$ cat src/rtl/log2_pkg.sv
// Shared definitions for the fixed-point log2 back end.
// Contents: operand/result width constants, the FSM state type and the
// packed result type used by log2_frac_iter and its squaring step.
package log2_pkg;

  localparam int unsigned IN_W   = 128;              // operand width
  localparam int unsigned CLZ_W  = $clog2(IN_W) + 1; // leading-zero count width
  localparam int unsigned INT_W  = $clog2(IN_W);     // integer result bits
  localparam int unsigned FRAC_W = 16;               // fractional bits / iterations
  localparam int unsigned MANT_W = 32;               // mantissa, format 1.(MANT_W-1)
  localparam int unsigned CNT_W  = $clog2(FRAC_W);   // iteration counter width

  typedef enum logic [1:0] {
    IDLE,
    ITER,
    DONE
  } log2_state_t;

  typedef logic [INT_W+FRAC_W-1:0] log2_result_t;

endpackage

$ cat src/rtl/log2_frac_iter_if.sv
// Handshake bundle for log2_frac_iter.
// Input side : i_valid / o_ready carry i_WORD (operand) and i_CLZ (its
//              leading-zero count).
// Output side: o_valid / i_ready carry o_LOG (INT_W.FRAC_W) and o_ZERO.
// Modports: slave = the log2 block, master = the surrounding logic.
interface log2_frac_iter_if;
  import log2_pkg::*;

  logic               i_valid;
  logic               o_ready;
  logic [IN_W-1:0]    i_WORD;
  logic [CLZ_W-1:0]   i_CLZ;
  logic               o_valid;
  logic               i_ready;
  log2_result_t       o_LOG;
  logic               o_ZERO;

  modport slave (
    input  i_valid, i_WORD, i_CLZ, i_ready,
    output o_ready, o_valid, o_LOG, o_ZERO
  );

  modport master (
    output i_valid, i_WORD, i_CLZ, i_ready,
    input  o_ready, o_valid, o_LOG, o_ZERO
  );

endinterface

$ cat src/rtl/log2_sq_step.sv
// One fractional-bit step of the iterative log2: squares the 1.x mantissa
// and renormalizes it back into [1,2).
// Ports: m      - current mantissa, format 1.(MANT_W-1)
//        bit_o  - resulting fractional bit (1 when m*m >= 2)
//        m_next - renormalized square, format 1.(MANT_W-1), truncated
module log2_sq_step
  import log2_pkg::*;
(
  input  logic [MANT_W-1:0] m,
  output logic              bit_o,
  output logic [MANT_W-1:0] m_next
);

  logic [2*MANT_W-1:0] m_ext;
  logic [2*MANT_W-1:0] sq;

  always_comb begin
    m_ext  = {{MANT_W{1'b0}}, m};
    sq     = m_ext * m_ext;           // format 2.(2*MANT_W-2), value in [1,4)
    bit_o  = sq[2*MANT_W-1];
    // Square >= 2: divide by two (take from the top bit); else keep as is.
    m_next = MANT_W'(sq >> (bit_o ? MANT_W : MANT_W - 1));
  end

endmodule

$ cat src/rtl/log2_frac_iter.sv
// Sequential log2 back end behind the CLZ chain.
// Accepts an operand and its leading-zero count, normalizes it to a 1.x
// mantissa and produces log2(i_WORD) as unsigned INT_W.FRAC_W: the integer
// part from the leading-zero count, the fraction by repeated squaring, one
// bit per cycle, MSB first, truncated.
// Ports: clk   - rising-edge clock
//        reset - asynchronous active-low reset
//        bus   - operand/result handshake bundle (slave side)
module log2_frac_iter
  import log2_pkg::*;
(
  input  logic            clk,
  input  logic            reset,
  log2_frac_iter_if.slave bus
);

  log2_state_t       state, state_nx;
  logic [INT_W-1:0]  int_r;
  logic [FRAC_W-1:0] frac_r;
  logic [MANT_W-1:0] m_r;
  logic [CNT_W-1:0]  cnt_r;
  logic              zero_r;

  logic              step_bit;
  logic [MANT_W-1:0] step_m;
  logic              accept;
  logic              word_zero;

  log2_sq_step u_sq_step (
    .m      (m_r),
    .bit_o  (step_bit),
    .m_next (step_m)
  );

  assign accept    = (state == IDLE) && bus.i_valid;
  assign word_zero = (bus.i_WORD == '0);

  // State register
  always_ff @(posedge clk or negedge reset) begin
    if (!reset) state <= IDLE;
    else        state <= state_nx;
  end

  // Next-state logic
  always_comb begin
    state_nx = state;
    unique case (state)
      IDLE: if (bus.i_valid) state_nx = word_zero ? DONE : ITER;
      ITER: if (cnt_r == CNT_W'(FRAC_W - 1)) state_nx = DONE;
      DONE: if (bus.i_ready) state_nx = IDLE;
      default: state_nx = IDLE;
    endcase
  end

  // Datapath registers
  always_ff @(posedge clk or negedge reset) begin
    if (!reset) begin
      int_r  <= '0;
      frac_r <= '0;
      m_r    <= '0;
      cnt_r  <= '0;
      zero_r <= 1'b0;
    end else if (accept) begin
      // Integer part wraps modulo 2^INT_W, same as truncating IN_W-1-i_CLZ.
      int_r  <= word_zero ? '0 : INT_W'(IN_W - 1) - bus.i_CLZ[INT_W-1:0];
      m_r    <= MANT_W'((bus.i_WORD << bus.i_CLZ) >> (IN_W - MANT_W));
      frac_r <= '0;
      cnt_r  <= '0;
      zero_r <= word_zero;
    end else if (state == ITER) begin
      m_r    <= step_m;
      frac_r <= {frac_r[FRAC_W-2:0], step_bit};
      cnt_r  <= cnt_r + 1'b1;
    end
  end

  // Outputs; result is only driven while presented so it reads 0 otherwise.
  always_comb begin
    bus.o_ready = (state == IDLE);
    bus.o_valid = (state == DONE);
    bus.o_LOG   = '0;
    bus.o_ZERO  = 1'b0;
    if (state == DONE) begin
      bus.o_LOG  = {int_r, frac_r};
      bus.o_ZERO = zero_r;
    end
  end

endmodule

$ cat src/flat_wrapper.sv
// flat-port wrapper written by rule: the top's interface ports become plain ports
module log2_frac_iter_flat import log2_pkg::*;
  (clk, reset, bus_i_valid, bus_i_WORD, bus_i_CLZ, bus_i_ready, bus_o_ready, bus_o_valid, bus_o_LOG, bus_o_ZERO);
  log2_frac_iter_if bus_i ();
  input  logic clk;
  input  logic reset;
  input wire logic [$bits(bus_i.i_valid)-1:0] bus_i_valid;
  input wire logic [$bits(bus_i.i_WORD)-1:0] bus_i_WORD;
  input wire logic [$bits(bus_i.i_CLZ)-1:0] bus_i_CLZ;
  input wire logic [$bits(bus_i.i_ready)-1:0] bus_i_ready;
  output wire logic [$bits(bus_i.o_ready)-1:0] bus_o_ready;
  output wire logic [$bits(bus_i.o_valid)-1:0] bus_o_valid;
  output wire logic [$bits(bus_i.o_LOG)-1:0] bus_o_LOG;
  output wire logic [$bits(bus_i.o_ZERO)-1:0] bus_o_ZERO;
  assign bus_i.i_valid = bus_i_valid;
  assign bus_i.i_WORD = bus_i_WORD;
  assign bus_i.i_CLZ = bus_i_CLZ;
  assign bus_i.i_ready = bus_i_ready;
  assign bus_o_ready = bus_i.o_ready;
  assign bus_o_valid = bus_i.o_valid;
  assign bus_o_LOG = bus_i.o_LOG;
  assign bus_o_ZERO = bus_i.o_ZERO;
  log2_frac_iter u_core (.clk(clk), .reset(reset), .bus(bus_i));
endmodule
$ cat config.mk
export PLATFORM = sky130hd
export DESIGN_NAME = log2_frac_iter_flat
export DESIGN_NICKNAME = d
export VERILOG_FILES = /design/src/rtl/log2_pkg.sv /design/src/rtl/log2_frac_iter_if.sv /design/src/rtl/log2_sq_step.sv /design/src/rtl/log2_frac_iter.sv /design/src/flat_wrapper.sv
export SDC_FILE = /design/constraint.sdc
export NUM_CORES = 2
export LEC_CHECK = 0
export ABC_CLOCK_PERIOD_IN_PS = 16600
export BUFFER_PORTS_ARGS = -buffer_cell sky130_fd_sc_hd__buf_4
export CORE_UTILIZATION = 60
export CTS_CLUSTER_DIAMETER = 200
export DETAILED_ROUTE_END_ITERATION = 8
export GPL_TIMING_DRIVEN = 0
export PLACE_DENSITY_LB_ADDON = 0.1
export SKIP_CTS_REPAIR_TIMING = 1
export SYNTH_ARGS = -nofsm -noshare
export SYNTH_HDL_FRONTEND = slang
export SYNTH_SLANG_ARGS = --single-unit
$ cat constraint.sdc
create_clock -name clk -period 16.6 [get_ports clk]
set_input_delay 4.98 -clock clk [delete_from_list [all_inputs] [get_ports clk]]
set_output_delay 4.98 -clock clk [all_outputs]
set_load 0.05 [all_outputs]
* Word-level counts from Yosys, hierarchy flattened *
Index checks and enable logic that the tools add are counted.
W data, S select, Z words.

storage, ports and cells
  logic and storage cells = 37
  output and inout bits = 26
  RAM bits = 0
  input bits = 140
  bits in read-only memories = 0
  memories kept = 0
  latch bits = 0
  bits in registers = 62

cells by class
  mux-type cells = 15
  equality and inequality tests = 6
  shift-type cells = 2
  bitwise logic cells = 0
  multipliers = 1
  order comparisons = 0
  divide/modulo/power cells = 0
  reductions and logical operators = 5
  add/subtract/negate cells = 2

operators by type and width
  cell                   number
  $logic_not A128 Y1     1
  $shl A128 B8 Y128      1
  $mul A32 B32 Y64       1
  $mux W32               2
  $shr A64 B6 Y32        1
  $mux W16               2
  $mux W23               1
  $mux W2                4
  $mux W4                2
  $mux W7                1
  $sub A7 B7 Y7 const A  1
  $mux W6                1
  $pmux W2 S3            1
  $add A4 B1 Y4 const B  1
  $eq A4 B4 Y1 const B   1
  $ne A2 B2 Y1 const B   2
  $reduce_and A3 Y1      1
  $eq A2 B1 Y1 const B   1
  $eq A2 B2 Y1 const B   1
  $logic_not A2 Y1       1
  $ne A2 B1 Y1 const B   1
  $reduce_bool A2 Y1     1
  $logic_and A1 B1 Y1    1
  $mux W1                1

* Longest topological paths before layout *
  word-level depth = 5
  mapped depth = 32
  mapped depth without buffers = 27

* Cells and area by module *
A second synthesis with hierarchy kept.

unflattened totals
  cells, all modules = 4348
  area, all modules = 40656.5 µm²

by module, submodules not included
  module          area an instance (µm²)  cells each  times used  sequential area each (µm²)
  log2_sq_step    29603.4                 3208        1           0.0
  log2_frac_iter  11053.1                 1140        1           1551.5

* Worst setup path before layout *
OpenSTA, ideal clock, no wires.

  kind = reg-to-reg
  start = register u_core.m_r[5]
  end = register u_core.m_r[29]
  data arrival time = 7416 ps
  setup time = 142 ps
  stages on the path, launching flop included = 27
  setup slack = 9042 ps
  clock period less this slack = 7558 ps
  required time = 16458 ps
  path buffers = 4
  cells stage by stage = dfrtp_1 clkbuf_1 clkbuf_1 nand2_1 fa_1 inv_1 fa_1 fa_1 inv_1 fa_1 inv_1 fa_1 fa_1 fa_1 fa_1 ha_1 and3_1 nand3_1 or3_4 a2111oi_4 o21bai_2 a21bo_1 and3_1 buf_6 buf_2 a32oi_1 o221ai_1

on the way
  cells in the longest elaborated chain, start to end = 5

ends and longest elaborated chain
  item                      line                  RTL
  start: declaration        log2_frac_iter.sv:20  logic [MANT_W-1:0] m_r;
  start signal: assignment  log2_frac_iter.sv:66  m_r <= MANT_W'((bus.i_WORD << bus.i_CLZ) >> (IN_W - MANT_W));
  start signal: assignment  log2_frac_iter.sv:71  m_r <= step_m;
  $mul A32 B32 Y64 (*)      log2_sq_step.sv:19    sq = m_ext * m_ext;
  $mux W6                   log2_sq_step.sv:22    m_next = MANT_W'(sq >> (bit_o ? MANT_W : MANT_W - 1));
  $shr A64 B6 Y32 (*)       log2_sq_step.sv:22
  $mux W32 (*)              log2_frac_iter.sv:70  end else if (state == ITER) begin
  $mux W32 (*)              log2_frac_iter.sv:63  end else if (accept) begin

Mark *: on every way between the ends. The rest lies on a longest branch, timed or not. The select of a mux whose other input is x is not followed.
A chain may end at the register's enable or synchronous reset.

* Worst setup path after layout *
  start = register u_core.m_r[15]
  end = register u_core.m_r[27]

Same word-level chain as after synthesis.

==> results.yml <==
run:
  maxCapViolCount: 1
worst_setup_path:
  slowest_delay_ps: 1000
  worstPathRequired_ps: 16780
  cp-end-kind: "register"
  cp_slowest_cell: "clkbuf_1"
  crit_buf_inv: 9
  r2r-end: "u_core.m_r[27]$_DFFE_PN0P_"
  cp_max_fo: 10
  reg2reg_depth: 28
  startpoint_type: "register"
  crit_top_cell: "fa_1"
  worstPathArrival_ps: 11000
  r2r_slack_ps: 5780
  crit_family: "adder cells"
  critical_path_class: "reg2reg"
  rr_startpoint: "u_core.m_r[15]$_DFFE_PN0P_"
clock_network:
  cts.path.max_buffers: 2
  cts_buffers: 9
  cts_tree: "yes"
  clkLatencyLatePin_ps: 350
  cts.sinks: 62
  path_clk_slew_ps: 60
  htreeDepth: 3
  clockRootBuffer: "clkbuf_16"
timing:
  finalSetupViolCount: 0
  hold_violations: 0
  rsz0062_at_grt: "no"
  clock.fmax_ghz: 0.0924
  clock_skew_ps: 7.16
  maxSlewViolCount: 11
  tns_ps: 0
  finalCriticalPeriod_ps: 10820
  relSlewSlack_pct: -6.01
  tightest_slew_ps: 1590
  finalCritPeriodShare_pct: 65.2
logic_synthesis:
  netlist_top_cells_area: "fa_1 (40%), ha_1 (9.3%), inv_1 (9.1%), mux4_2 (8.3%), nand2_1 (5.2%)"
  async_flop_share_pct: 100
  synth_nets: 5653
  avgSynthCellArea_sq_um: 9.05
  synth.distinct_cells: 69
  netlist.area_leader.share_pct: 39.5
  synth_area_sq_mm: 0.0401
  synth_common_cells: "inv_1 (971), fa_1 (791), nand2_1 (550)"
  yosysMostFrequentCell: "inv_1"
  yosys_warnings: 0
  synthCells: 4425
  synth-seq-cells: 62
  synth-seq-area-share_pct: 3.87
  ys.flop_type: "dfrtp_1"
  yosysTopAreaCell: "fa_1"
  synth_edf_count: 0
cells_and_area:
  syn2layout_area_growth_pct: 6.58
  fillers: 5666
  finalNonFillerCells: 5470
  fin_area_sq_mm: 0.0427
  fin_nets: 5824
  drive_above_1_share_pct: 9.15
detailed_routing:
  routed_wl_um: 159000
  avgRoutedWirePerCell_um: 29.1
  dr.pass1.iters: 9
  first_iter_violations: 4669
  final_antenna_net_count: 0
  vias_per_cell: 6.46
  vias: 35300
  drc: 0
place:
  dp_cells: 5448
  gp_congestion: 1.11
  dpl-instance-area_sq_mm: 0.0423
  dp_hpwl_um: 131000
  io_buffers: 159
min_path:
  hold_path.class: "reg2reg"
  hold_path_depth: 2
  hold_end: "u_core.int_r[0]$_DFFE_PN0P_"
  min_from: "u_core.int_r[0]$_DFFE_PN0P_"
floorplanning:
  dieWidth_um: 260
  std_cell_rows: 94
  core_sq_mm: 0.0659
  dieArea_sq_mm: 0.0678
  chipHeight_um: 260
  ioPinCount: 166
  initial_core_util_pct: 60.8
grt:
  grt_first_pass_wirelength_um: 235000
  grt_max_degree: 63
  grt_usage_pct: 48.3
  grt.overflow.total: 0
  grt_pass1_vias: 36700
  antenna_found_initial: 14
outcome:
  outcome: "finished, violations left"
  failed_checks: "max-capacitance violations, max-slew violations"
## logic make-up (layout without fill, tap and decap cells)
| logic type | after synthesis | in the layout | share of synthesized area (%) |
|---|---|---|---|
| buffers and inverters | 1228 | 1404 | 11.8 |
| and+or+nand+nor | 1141 | 1141 | 13.3 |
| adders and majority gates | 1088 | 1088 | 48.8 |
| AOI/OAI and AO/OA | 535 | 535 | 8.49 |
| muxes | 299 | 299 | 12.2 |
| xor gates and xnor gates | 72 | 72 | 1.57 |
| DFF | 62 | 62 | 3.87 |
| other | 0 | 5 | 0 |
## worst reg2reg max path: cells and delay by family (launching register included)
kind	cells	cell delay [ps]
AO/OA/AOI/OAI	7	2150
adder cells (fa/ha/maj)	9	4480
buffers and inverters	9	2790
flip-flops	1	560
AND/OR/NAND/NOR	3	660
## metrics by stage
stage | hold slack [ps] | utilization (%) | worst slack [ps]
floorplan | 438 | - | 9040
global placement | 454 | 64.3 | 6240
detailed placement | 465 | 64.3 | 6200
CTS | 476 | 64.8 | 6180
global route | 503 | 64.8 | 5730
finish | 470 | 64.8 | 5780
## flip-flops by register name, summed over array words and instances (netlist names)
| register | cells |
|---|---|
| u_core.m_r | 32 |
| u_core.frac_r | 16 |
| u_core.int_r | 7 |
| u_core.cnt_r | 4 |
| u_core.state | 2 |
| u_core.zero_r | 1 |
## layer usage
| layer | vias to the layer above | track usage (%) | routed length (um) |
|---|---|---|---|
| met5 | - | 0 | 105 |
| met4 | 18 | 32.0 | 14100 |
| met3 | 802 | 15.6 | 22300 |
| met2 | 2835 | 72.2 | 67900 |
| met1 | 17300 | 59.9 | 54900 |
| li1 | 14400 | - | - |
## cell type report
class | instances | area, sq um | share of cell area (%)
diodes | 5 | 12.5 | 0.0293
plain buffers | 253 | 1060 | 2.49
clock buffers | 13 | 270 | 0.633
clock inverters | 3 | 65.1 | 0.152
inverters | 975 | 3660 | 8.57
multi-input cells | 3135 | 33800 | 79.1
flip-flops and latches | 62 | 1550 | 3.63
well taps | 864 | 1080 | 2.53
repair buffers | 160 | 1210 | 2.83
## placed cells by master (no fill, tap or decap), types with 10 or more instances in the layout
master and count:
inv_1 971, fa_1 791, nand2_1 550, ha_1 297
and2_1 262, clkbuf_1 188, buf_4 166, nor2_1 159
a21oi_1 149, mux4_2 148, o21ai_0 127, mux2i_1 120
dfrtp_1 62, xnor2_1 40, a21o_1 35, nor4_1 33
xor2_1 32, a31oi_1 32, mux2_2 31, a211oi_1 31
nand3_1 30, nand4_1 29, buf_2 28, o211ai_1 27
buf_1 24, and3_1 22, nor3_1 17, o22ai_1 16
o21bai_1 14, nor2b_1 13, o31ai_1 12, a31o_2 10
o21a_1 10
## worst max-delay path by stage
stage | startpoint | to | slack (ps) | cells past startpoint
6_report | u_core.m_r[15]$_DFFE_PN0P_ | u_core.m_r[27]$_DFFE_PN0P_ | 5780 | 28
5_1_grt | u_core.m_r[15]$_DFFE_PN0P_ | u_core.m_r[27]$_DFFE_PN0P_ | 5730 | 28
4_1_cts | u_core.m_r[15]$_DFFE_PN0P_ | u_core.m_r[27]$_DFFE_PN0P_ | 6180 | 28
3_5_place_dp | u_core.m_r[15]$_DFFE_PN0P_ | u_core.m_r[27]$_DFFE_PN0P_ | 6200 | 28
3_3_place_gp | u_core.m_r[15]$_DFFE_PN0P_ | u_core.m_r[27]$_DFFE_PN0P_ | 6240 | 28
2_1_floorplan | u_core.m_r[5]$_DFFE_PN0P_ | u_core.m_r[29]$_DFFE_PN0P_ | 9040 | 26
Power is left out: the tool's default activity adds up to more than one toggle a clock period on the data nets, which glitch-free logic cannot reach.
